File: src/rtl/seq_dispense_timer.sv
// Multi-channel dispense timer: runs motors for per-channel tick counts, sequentially or in parallel.
// Optional feature macro: SEQ_DISPENSE_PAUSE_EN adds a pause input that freezes a run in progress.
//
// state | meaning
// IDLE  | waiting for start; flags hold the result of the last run
// LOAD  | snapshot ciclos into counters, clear prescaler, select channel 0
// RUN   | prescaler ticking, counters decrementing, motors driven
// DONE  | one-cycle done pulse, then back to IDLE
module seq_dispense_timer #(
    parameter int N_CH     = 3,
    parameter int CNT_W    = 5,
    parameter int TICK_DIV = 4,
    parameter int MODE     = 0
) (
    input  logic                    clk,
    input  logic                    reset,
    input  logic                    start,
    input  logic                    abort,
`ifdef SEQ_DISPENSE_PAUSE_EN
    input  logic                    pause,
`endif
    input  logic [N_CH*CNT_W-1:0]   ciclos,
    output logic [N_CH-1:0]         motor,
    output logic [N_CH-1:0]         flags,
    output logic                    busy,
    output logic                    done
);

    localparam int PW = (TICK_DIV > 1) ? $clog2(TICK_DIV) : 1;
    localparam int SW = (N_CH > 1) ? $clog2(N_CH) : 1;

    typedef enum logic [1:0] {IDLE, LOAD, RUN, DONE} state_t;

    state_t           state, state_n;
    logic [PW-1:0]    presc, presc_n;
    logic [SW-1:0]    sel, sel_n;
    logic [CNT_W-1:0] cnt   [N_CH];
    logic [CNT_W-1:0] cnt_n [N_CH];
    logic [N_CH-1:0]  flags_n, motor_n;
    logic             pause_i, tick, hold, any_run;

`ifdef SEQ_DISPENSE_PAUSE_EN
    assign pause_i = pause;
`else
    assign pause_i = 1'b0;
`endif

    assign tick = (presc == PW'(TICK_DIV - 1));
    assign busy = (state == LOAD) || (state == RUN);
    assign done = (state == DONE);

    always_comb begin
        state_n = state;
        presc_n = presc;
        sel_n   = sel;
        flags_n = flags;
        cnt_n   = cnt;
        motor_n = '0;
        hold    = 1'b0;
        any_run = 1'b0;
        if (abort) begin
            state_n = IDLE;
            presc_n = '0;
            sel_n   = '0;
            flags_n = '0;
            for (int i = 0; i < N_CH; i++) cnt_n[i] = '0;
        end else begin
            case (state)
                IDLE: begin
                    if (start) begin
                        state_n = LOAD;
                        flags_n = '0;
                    end
                end
                LOAD: begin
                    for (int i = 0; i < N_CH; i++) cnt_n[i] = ciclos[i*CNT_W +: CNT_W];
                    presc_n = '0;
                    sel_n   = '0;
                    state_n = RUN;
                end
                RUN: begin
                    if (!pause_i) begin
                        if (MODE == 0) begin
                            // an exhausted selected channel costs one cycle to flag and move on
                            if (cnt[sel] == '0) begin
                                flags_n[sel] = 1'b1;
                                presc_n      = '0;
                                if (sel != SW'(N_CH - 1)) sel_n = sel + SW'(1);
                            end else begin
                                presc_n = tick ? '0 : presc + PW'(1);
                                if (tick) begin
                                    cnt_n[sel] = cnt[sel] - CNT_W'(1);
                                    if (cnt[sel] == CNT_W'(1)) flags_n[sel] = 1'b1;
                                end
                            end
                        end else begin
                            for (int i = 0; i < N_CH; i++) begin
                                if (cnt[i] == '0) begin
                                    flags_n[i] = 1'b1;
                                end else begin
                                    any_run = 1'b1;
                                    if (tick) begin
                                        cnt_n[i] = cnt[i] - CNT_W'(1);
                                        if (cnt[i] == CNT_W'(1)) flags_n[i] = 1'b1;
                                    end
                                end
                            end
                            if (any_run) presc_n = tick ? '0 : presc + PW'(1);
                        end
                        if (&flags_n) state_n = DONE;
                    end
                end
                DONE: state_n = IDLE;
                default: state_n = IDLE;
            endcase
        end
        // motors follow the next-cycle channel selection so they rise on the LOAD/advance edge
        hold = pause_i && (state == RUN) && (state_n == RUN);
        for (int i = 0; i < N_CH; i++) begin
            motor_n[i] = (state_n == RUN) && (cnt_n[i] != '0) &&
                         ((MODE != 0) || (sel_n == SW'(i))) && !hold;
        end
    end

    always_ff @(posedge clk or negedge reset) begin
        if (!reset) begin
            state <= IDLE;
            presc <= '0;
            sel   <= '0;
            flags <= '0;
            motor <= '0;
            for (int i = 0; i < N_CH; i++) cnt[i] <= '0;
        end else begin
            state <= state_n;
            presc <= presc_n;
            sel   <= sel_n;
            flags <= flags_n;
            motor <= motor_n;
            cnt   <= cnt_n;
        end
    end

endmodule

File: config.mk
export PLATFORM = sky130hd
export DESIGN_NAME = seq_dispense_timer
export DESIGN_NICKNAME = d
export VERILOG_FILES = /design/src/rtl/seq_dispense_timer.sv
export SDC_FILE = /design/constraint.sdc
export NUM_CORES = 1
export LEC_CHECK = 0
export CORE_MARGIN = 2
export CORE_UTILIZATION = 40
export CTS_CLUSTER_SIZE = 25
export DETAILED_ROUTE_END_ITERATION = 8
export GPL_TIMING_DRIVEN = 0
export HOLD_SLACK_MARGIN = 0.03
export PLACE_DENSITY_LB_ADDON = 0.12
export REMOVE_ABC_BUFFERS = 1
export SYNTH_ARGS = -nofsm -noshare
export SYNTH_HDL_FRONTEND = slang
export SYNTH_SLANG_ARGS = --single-unit
File: constraint.sdc
create_clock -name clk -period 5.5 [get_ports clk]
set_input_delay 1.1 -clock clk [delete_from_list [all_inputs] [get_ports clk]]
set_output_delay 1.1 -clock clk [all_outputs]
set_load 0.005 [all_outputs]
; After elaboration in Yosys (flattened, before gate mapping)
; Cells that the tools add are included.
[op_classes]
n_eq_ne = 10
n_addsub = 3
n_mux = 32
n_lt_le_gt_ge = 4
n_bitwise = 2
n_reduce_logical = 19
[op_table]
columns = op, count
row1 = 15-bit two-way mux, 3
row2 = 15-bit case mux with 2 select lines, 1
row3 = 3-bit two-way mux, 7
row4 = 2-bit two-way mux, 9
row5 = 15-bit bitwise mux, 1
row6 = 5-bit two-way mux, 3
row7 = 5-bit nonzero test, 3
row8 = 5-bit binary-select mux with 2-bit select, 1
row9 = 5-bit demux with 2-bit select, 1
row10 = 2-bit equality test (second input constant), 5
row11 = 1-bit logical AND, 8
row12 = 2-bit case mux with 2 select lines, 2
row13 = 2-bit case mux with 4 select lines, 1
row14 = 3-bit case mux with 2 select lines, 1
row15 = 3-bit nonzero test, 2
row16 = 5-bit by 1-bit equality test with 1-bit output (second input constant), 1
row17 = 5-bit zero test, 1
row18 = 5-bit by 1-bit subtractor with 5-bit output (second input constant), 1
row19 = 2-bit by 1-bit adder with 2-bit output (second input constant), 2
row20 = 2-bit by 1-bit equality test with 1-bit output (second input constant), 2
row21 = 2-bit zero test, 2
row22 = 3-bit >= comparator (second input constant), 1
row23 = 2-bit by 3-bit < comparator with 1-bit output (second input constant), 1
row24 = 3-bit by 1-bit < comparator with 1-bit output (second input constant), 1
row25 = other kinds (10), 10
[totals]
ff_bits = 27
word_cells = 78
output_inout_bits = 8
inputBits = 19

; Longest topological paths before layout
[logic_depth]
ltp_word = 17
mapped_depth = 11

; Least setup slack after synthesis
; Ideal clock, no wire load.
[synth_path]
path_kind = reg2reg
from = register sel[1]
to = register motor[2]
arrival_time_ps = 2764
stages_incl_launch_ff = 12
required_ps = 5362
synth_period_minus_slack_ps = 2902
setup_slack_ps = 2598
cell_sequence = dfrtp_1 buf_6 mux2_2 a22oi_1 ha_1 clkbuf_1 o211ai_2 buf_2 nor3_1 nor2_1 a2111oi_2 a211oi_1
[synth_via]
elab_chain_cells = 17
[synth_lines]
columns = item, line_no
row1 = from (decl), 36  ; logic [SW-1:0] sel, sel_n;
row2 = from (signal assigned), 136  ; sel <= sel_n;
row3 = "2-bit by 3-bit < comparator with 1-bit output (not written as such), or another cell as far along", "86, 93"
row4 = 1-bit logical AND (not written as such) / 5-bit binary-select mux with 2-bit select (equally long branches), n/a
row5 = 1-bit two-way mux (not written as such) / 5-bit two-way mux (equally long branches), n/a
row6 = 1-bit demux with 2-bit select / 5-bit two-way mux (equally long branches), n/a
row7 = 3-bit bitwise OR (no line) / 5-bit by 1-bit equality test with 1-bit output (equally long branches), n/a
row8 = 3-bit two-way mux, 93  ; if (cnt[sel] == CNT_W'(1)) flags_n[sel] = 1'b1;
row9 = 3-bit two-way mux, 91  ; if (tick) begin
row10 = 3-bit two-way mux, 85  ; if (cnt[sel] == '0) begin
row11 = [2 not listed], n/a
row12 = 3-bit AND reduction, 110  ; if (&flags_n) state_n = DONE;
row13 = 2-bit two-way mux, 110
row14 = 2-bit case mux with 4 select lines, 68  ; case (state)
row15 = 2-bit two-way mux, 61  ; if (abort) begin
row16 = 2-bit equality test, 120  ; motor_n[i] = (state_n == RUN) && (cnt_n[i] != '0) &&
row17 = 1-bit logical AND, 120
row18 = 1-bit logical AND (*), 120
row19 = net motor_n[2], 39  ; logic [N_CH-1:0] flags_n, motor_n;
row20 = to (signal assigned), 138  ; motor <= motor_n;
row21 = to (decl), 23  ; output logic [N_CH-1:0] motor,
; Mark *: on every way through the listed nets, which the timed path passes. The rest lies on a longest branch. The select of a mux whose other input is x is not followed.
; A chain may end at the register's enable or synchronous reset.

; Final worst setup path
[layout_path]
from = input port abort
to = register motor[1]
[layout_via]
elab_chain_cells = 4
[layout_lines]
columns = item, line_no
row1 = from (decl), 18  ; input logic abort,
row2 = 15-bit two-way mux / 2-bit two-way mux (equally long branches), 61
row3 = 5-bit nonzero test / 2-bit equality test (equally long branches), 120
row4 = 1-bit logical AND, 120
row5 = 1-bit logical AND (*), 120
row6 = net motor_n[1], 39
; Mark *: on every way through the listed nets, which the timed path passes. The rest lies on a longest branch.

==> impl_metrics.tcl <==
set metrics [dict create \
    status "completed" \
    tightest_slew_ps 1040 \
    cts-resized-gates 0 \
    nFillCells 565 \
    multi_input_area_um2 1430 \
    grt_setup_unrepaired "no" \
    num_rows 27 \
    htreeDepth 1 \
    finalHoldViolations 0 \
    cts.hold.buffers_added 0 \
    maxSlewViolCount 0 \
    p_sw_uw 396 \
    die_area_um2 6270 \
    power_switching_share_pct 47.8 \
    grt_pass1_wl_mm 10.4 \
    grt_pass1_vias 1944 \
    place_inst 337 \
    synth_cells 258 \
    finalCritPeriodShare_pct 79.9 \
    core_area_um2 5470 \
    io_pins 27 \
    dr.pass1.iters 4 \
    nets 301 \
    ff_latch_area_um2 676 \
    dp_hpwl_mm 4.52 \
    drt_iter0_drc 164 \
    cts_setup_buffers 0 \
    layout.cells.non_filler 341 \
    startpoint "abort" \
    yosys_warnings 0 \
    start_util_pct 41.3 \
    hold_start "presc[1]" \
    cp_max_fo 26 \
    synth_cell_types 62 \
    cp-start-kind "input port" \
    grt_remaining_overflow 0 \
    die_h_um 79.2 \
    setup_violations 0 \
    antenna_found_initial 0 \
    fin_crit_ps 4390 \
    cellLeakagePower_uw 0.000994 \
    port_buffers 26 \
    path_clk_slew_ps 110 \
    num_vias 2083 \
    cts_buffers 3 \
    skew_ps 10.8 \
    p_int_uw 432 \
    yosys-top-cells-area "dfrtp_1 (30%), ha_1 (6.6%), a22oi_1 (4.0%), nor2_1 (3.2%), a21oi_1 (2.9%)" \
    yosysMostFrequentCell "dfrtp_1" \
    crit_chain "clkdlybuf4s50_1 > nor2b_1 > nand2_1 > a2111oi_0 > nor3_1 > a31oi_1" \
    grt_util_all_layers_pct 21.1 \
    pwr-share-comb_pct 54.8 \
    synth_edf_count 0 \
    endpoint_kind "flip-flop" \
    cts.sinks 27 \
    drt_wl_total_mm 6.31 \
    syn_area_um2 2260 \
    relSlewSlack_pct 30.2 \
    diodes 0 \
    synth_top_area_share_pct 29.9 \
    ys_seq_elements 27 \
    cp_slowest_stage_delay_ps 950 \
    root_buffer "clkbuf_8" \
    async_reset_ff_share_pct 100 \
    tns_ps 0 \
    drc 0 \
    drt-wirelength-per-cell_um 18.5 \
    place_congestion 0.808 \
    insertion_delay_ps 280 \
    grt_max_degree 28 \
    critPathSlowestCell "clkdlybuf4s50_1" \
    tritoncts "yes" \
    ir_drop_v 0.000152 \
    hold_path_class "flip-flop to flip-flop" \
    path_class "input port to flip-flop" \
    synth_area_per_cell_um2 8.76 \
    crit_arrival_ps 4590 \
    via_per_inst 6.11 \
    clockBufferDepth 2 \
    synth_flop_cell "dfrtp_1" \
    power_frac_seq_pct 30.6 \
    seq_area_frac_synth_pct 29.9 \
    area_growth_pct 12.7 \
    reg2reg_from "sel[0]" \
    pwr-share-clk_pct 14.6 \
    worstPathRequired_ps 5700 \
    powerDensity_nw_per_um2 325 \
    yosys.area.top_type "dfrtp_1" \
    drive_gt1_share_pct 6.69 \
    drv_cap 0 \
    synth_commonest_cells "dfrtp_1 (27), nor2_1 (19), inv_1 (15)" \
    max_freq_mhz 228 \
    ant_nets 0 \
    die_w_um 79.2 \
]
cells by family after synthesis:
family	after synthesis	share of synthesized area [%]
adders and majority gates	12	6.64
and+or+nand+nor	79	19.0
AOI/OAI and AO/OA	98	33.8
muxes	7	3.27
DFF	27	29.9
buffers and inverters	34	7.03
xor gates and xnor gates	1	0.388
state kept, by name, summed over array words and instances (netlist names):
signal / flops
sel: 2
presc: 2
motor: 3
state: 2
flags: 3
cnt: 15
cell usage in the layout, fill, tap and decap left out, types with 5 or more instances in the layout:
master           Yosys  layout
o31ai_1              5       5
clkdlybuf4s50_1      0      25
a21oi_1             13      13
nand2_1             12      12
inv_1               15      15
nor3_1              13      13
nand3_1              6       6
o21ai_0              5       5
a31oi_1              7       7
a22oi_1             12      12
ha_1                12      12
dfrtp_1             27      27
o22ai_1              5       5
nor2_1              19      19
and2_1               6       6
o21bai_1             5       5
power by group through the flow:
stage / clock, uW / sequential [uW] / combinational [uW]
final: 121 / 253 / 453
after global routing: 134 / 258 / 502
after CTS: 124 / 253 / 453
after detailed placement: 0 / 257 / 452
after global placement: 0 / 256 / 451
after floorplan: 0 / 247 / 308
layer usage:
metal	track usage (%)	vias up	part of all wire, %
li1	-	1024	-
met4	4.48	0	0.76
met3	2.05	5	5.0
met2	32.5	50	45
met1	32.0	1004	49
met5	0	-	0
final timing paths:
path                            end  slack, ps  depth (start not counted)
max                        motor[1]       1110                          6
min                        presc[1]        550                          2
max reg2reg                motor[1]       1810                          8
min reg2reg                presc[1]        550                          2
max in group asynchronous    cnt[5]       4260                          1
min in group asynchronous  flags[1]        820                          1
area by class of cell:
class | count | share of cell area (%)
Inverter | 15 | 2.21
Tap cell | 72 | 3.54
Clock buffer | 4 | 1.77
Multi-Input combinational cell | 197 | 55.9
Sequential cell | 27 | 26.5
Timing Repair Buffer | 26 | 10.0
worst max-delay path: cells and delay by family:
kind	cells	cell delay, ps
buffers and inverters	1	950
AOI/OAI and AO/OA	2	970
and+or+nand+nor	3	1550
stage by stage:
step	setup WS [ps]	power, uW	instance area [um^2]	utilization (%)	hold WS, ps
5_1_grt	653	894	2550	46.5	606
2_1_floorplan	2620	555	2160	-	483
6_report	1110	828	2550	46.5	551
3_3_place_gp	707	707	2510	45.8	502
4_1_cts	1050	830	2550	46.6	548
3_5_place_dp	750	708	2510	45.8	523
Power figures use the tool's default switching activity.
==> patch, RTL diff (same settings) <==
The parameter `TICK_DIV` goes from 4 to 16.
--- a/src/rtl/seq_dispense_timer.sv
+++ b/src/rtl/seq_dispense_timer.sv
@@ -10,5 +10,5 @@
     parameter int N_CH     = 3,
     parameter int CNT_W    = 5,
-    parameter int TICK_DIV = 4,
+    parameter int TICK_DIV = 16,
     parameter int MODE     = 0
 ) (
Function: changed (a bounded check fails within 10 cycles, from zero or initial values and one cycle with reset low).
==> patch against the original RTL <==
- total power grew 2.4%
- critical path depth grew 1
- design area grew 0.34%
- sequential cell count grew 2
- clock skew shrank 5.5 ps
- wire length shrank 6.6%
- via count shrank 6.8%
- worst setup slack gained 670 ps
- area after synthesis shrank 2.7%
- cell count shrank 5.6%
==> patch: results <==
[final_layout]
largestRegisters = cnt x15, presc x4
nets = 282
n_antenna_cell = 0
drive_gt1_frac = 0.123

[clock_network]
cts_resized = 0
insertion_delay_ps = 290
cts.path.max_buffers = 2
h-tree-depth = 2
cts_root_buf = clkbuf_8
clk_pin_slew_ps = 60
cts_buffers = 5
cts_setup_buffers = 0

[grt]
grt_use_total = 0.207
grt_pass1_wl_um = 9880
antenna_found_initial = 0
grt_max_degree = 32

[placed_design]
port_buffers = 26
dp.final_hpwl_um = 4270
gp_congestion = 0.826
place_area_um2 = 2480
dp_cells = 314

[sta]
relSlewSlack = 0.153
skew_ps = 5.35

[setup_path]
max_stage_delay_ps = 1310
crit_fanout = 31
path_delay_family = buffers and inverters
cp.arrival_ps = 3950
worst_path_max_delay_cell = clkdlybuf4s50_1

[detailed_routing]
dr.pass1.iters = 4
route.vias.total = 1941
via_per_inst = 6.03
drtIter0Drc = 123
wl_per_cell_um = 18.3

[synth]
synthTopCellsByArea = dfrtp_1, ha_1, a22oi_1, nor2_1, nand2_1
yosys_warnings = 0
ys_types = 74
yosys-top-cells-count = dfrtp_1, nor2_1, nand2_1
ys_seq_area_frac = 0.330
async_flop_share = 1.00
synth_area_per_cell_um2 = 9.52
synth_flop_cell = dfrtp_1

[run_status]
status = finished, final reports clean

[pwr]
max-vdd-ir-drop_mv = 0.155
leakagePower_nw = 0.994

[worst_hold_path]
hold_class = flop to flop
-- patch: cell types whose count changed after synthesis, sizes merged, moves of 4 or more --
cell,change
a21oi,-5
a221oi,-5
a22oi,+4
a41oi,+4
clkbuf,-6
inv,-6
nand2,+6
nor3,-9
o21bai,-4
o31ai,-4
-- patch: final cells by class --
type,count,area [um2]
flip-flops and latches,29,726
inverters,10,37.5
clock buffers,8,80.1
well taps,70,87.6
multi-input cells,179,1370
repair buffers,26,255
fillers,513,2650
-- patch: per-layer routing --
metal  vias to the layer above  wire [um]  global-route usage
li1                        934          -                   -
met1                       942       2830               0.284
met2                        49       2680               0.311
met3                        16        227              0.0437
met4                         0        157              0.0965
met5                         -          0                   0
-- patch: final timing paths --
kind                       startpoint  endpoint  slack (ps)  cells past startpoint
min                          presc[3]  presc[3]         510                      1
min reg2reg                  presc[3]  presc[3]         510                      1
max in group asynchronous       reset    sel[1]        4220                      1
min in group asynchronous       reset    cnt[8]         840                      1
max reg2reg                    sel[0]  motor[1]        2120                      9
max                             abort  motor[1]        1780                      7
-- patch: cells by family (layout without fill, tap and decap cells) --
logic type      count (synthesis)  count (layout)  share of synthesized area
buf+inv                        23              44                     0.0472
flops                          29              29                      0.330
mux                             6               6                     0.0330
xor+xnor                        2               2                    0.00797
compound gates                 92              92                      0.354
fa+ha+maj                      12              12                     0.0683
simple gates                   67              67                      0.159
-- patch: through the flow --
| stage | worst slack [ps] | hold slack, ps |
|---|---|---|
| floorplan | 2810 | 463 |
| global placement | 1470 | 494 |
| detailed placement | 1530 | 507 |
| CTS | 1820 | 510 |
| global route | 1540 | 535 |
| finish | 1780 | 511 |
-- patch: power by group --
group          switching, mW  internal [mW]  total, mW
Clock                 0.0795         0.0896      0.169
Sequential            0.0267          0.236      0.263
Combinational          0.264          0.152      0.416
Total                  0.370          0.478      0.848
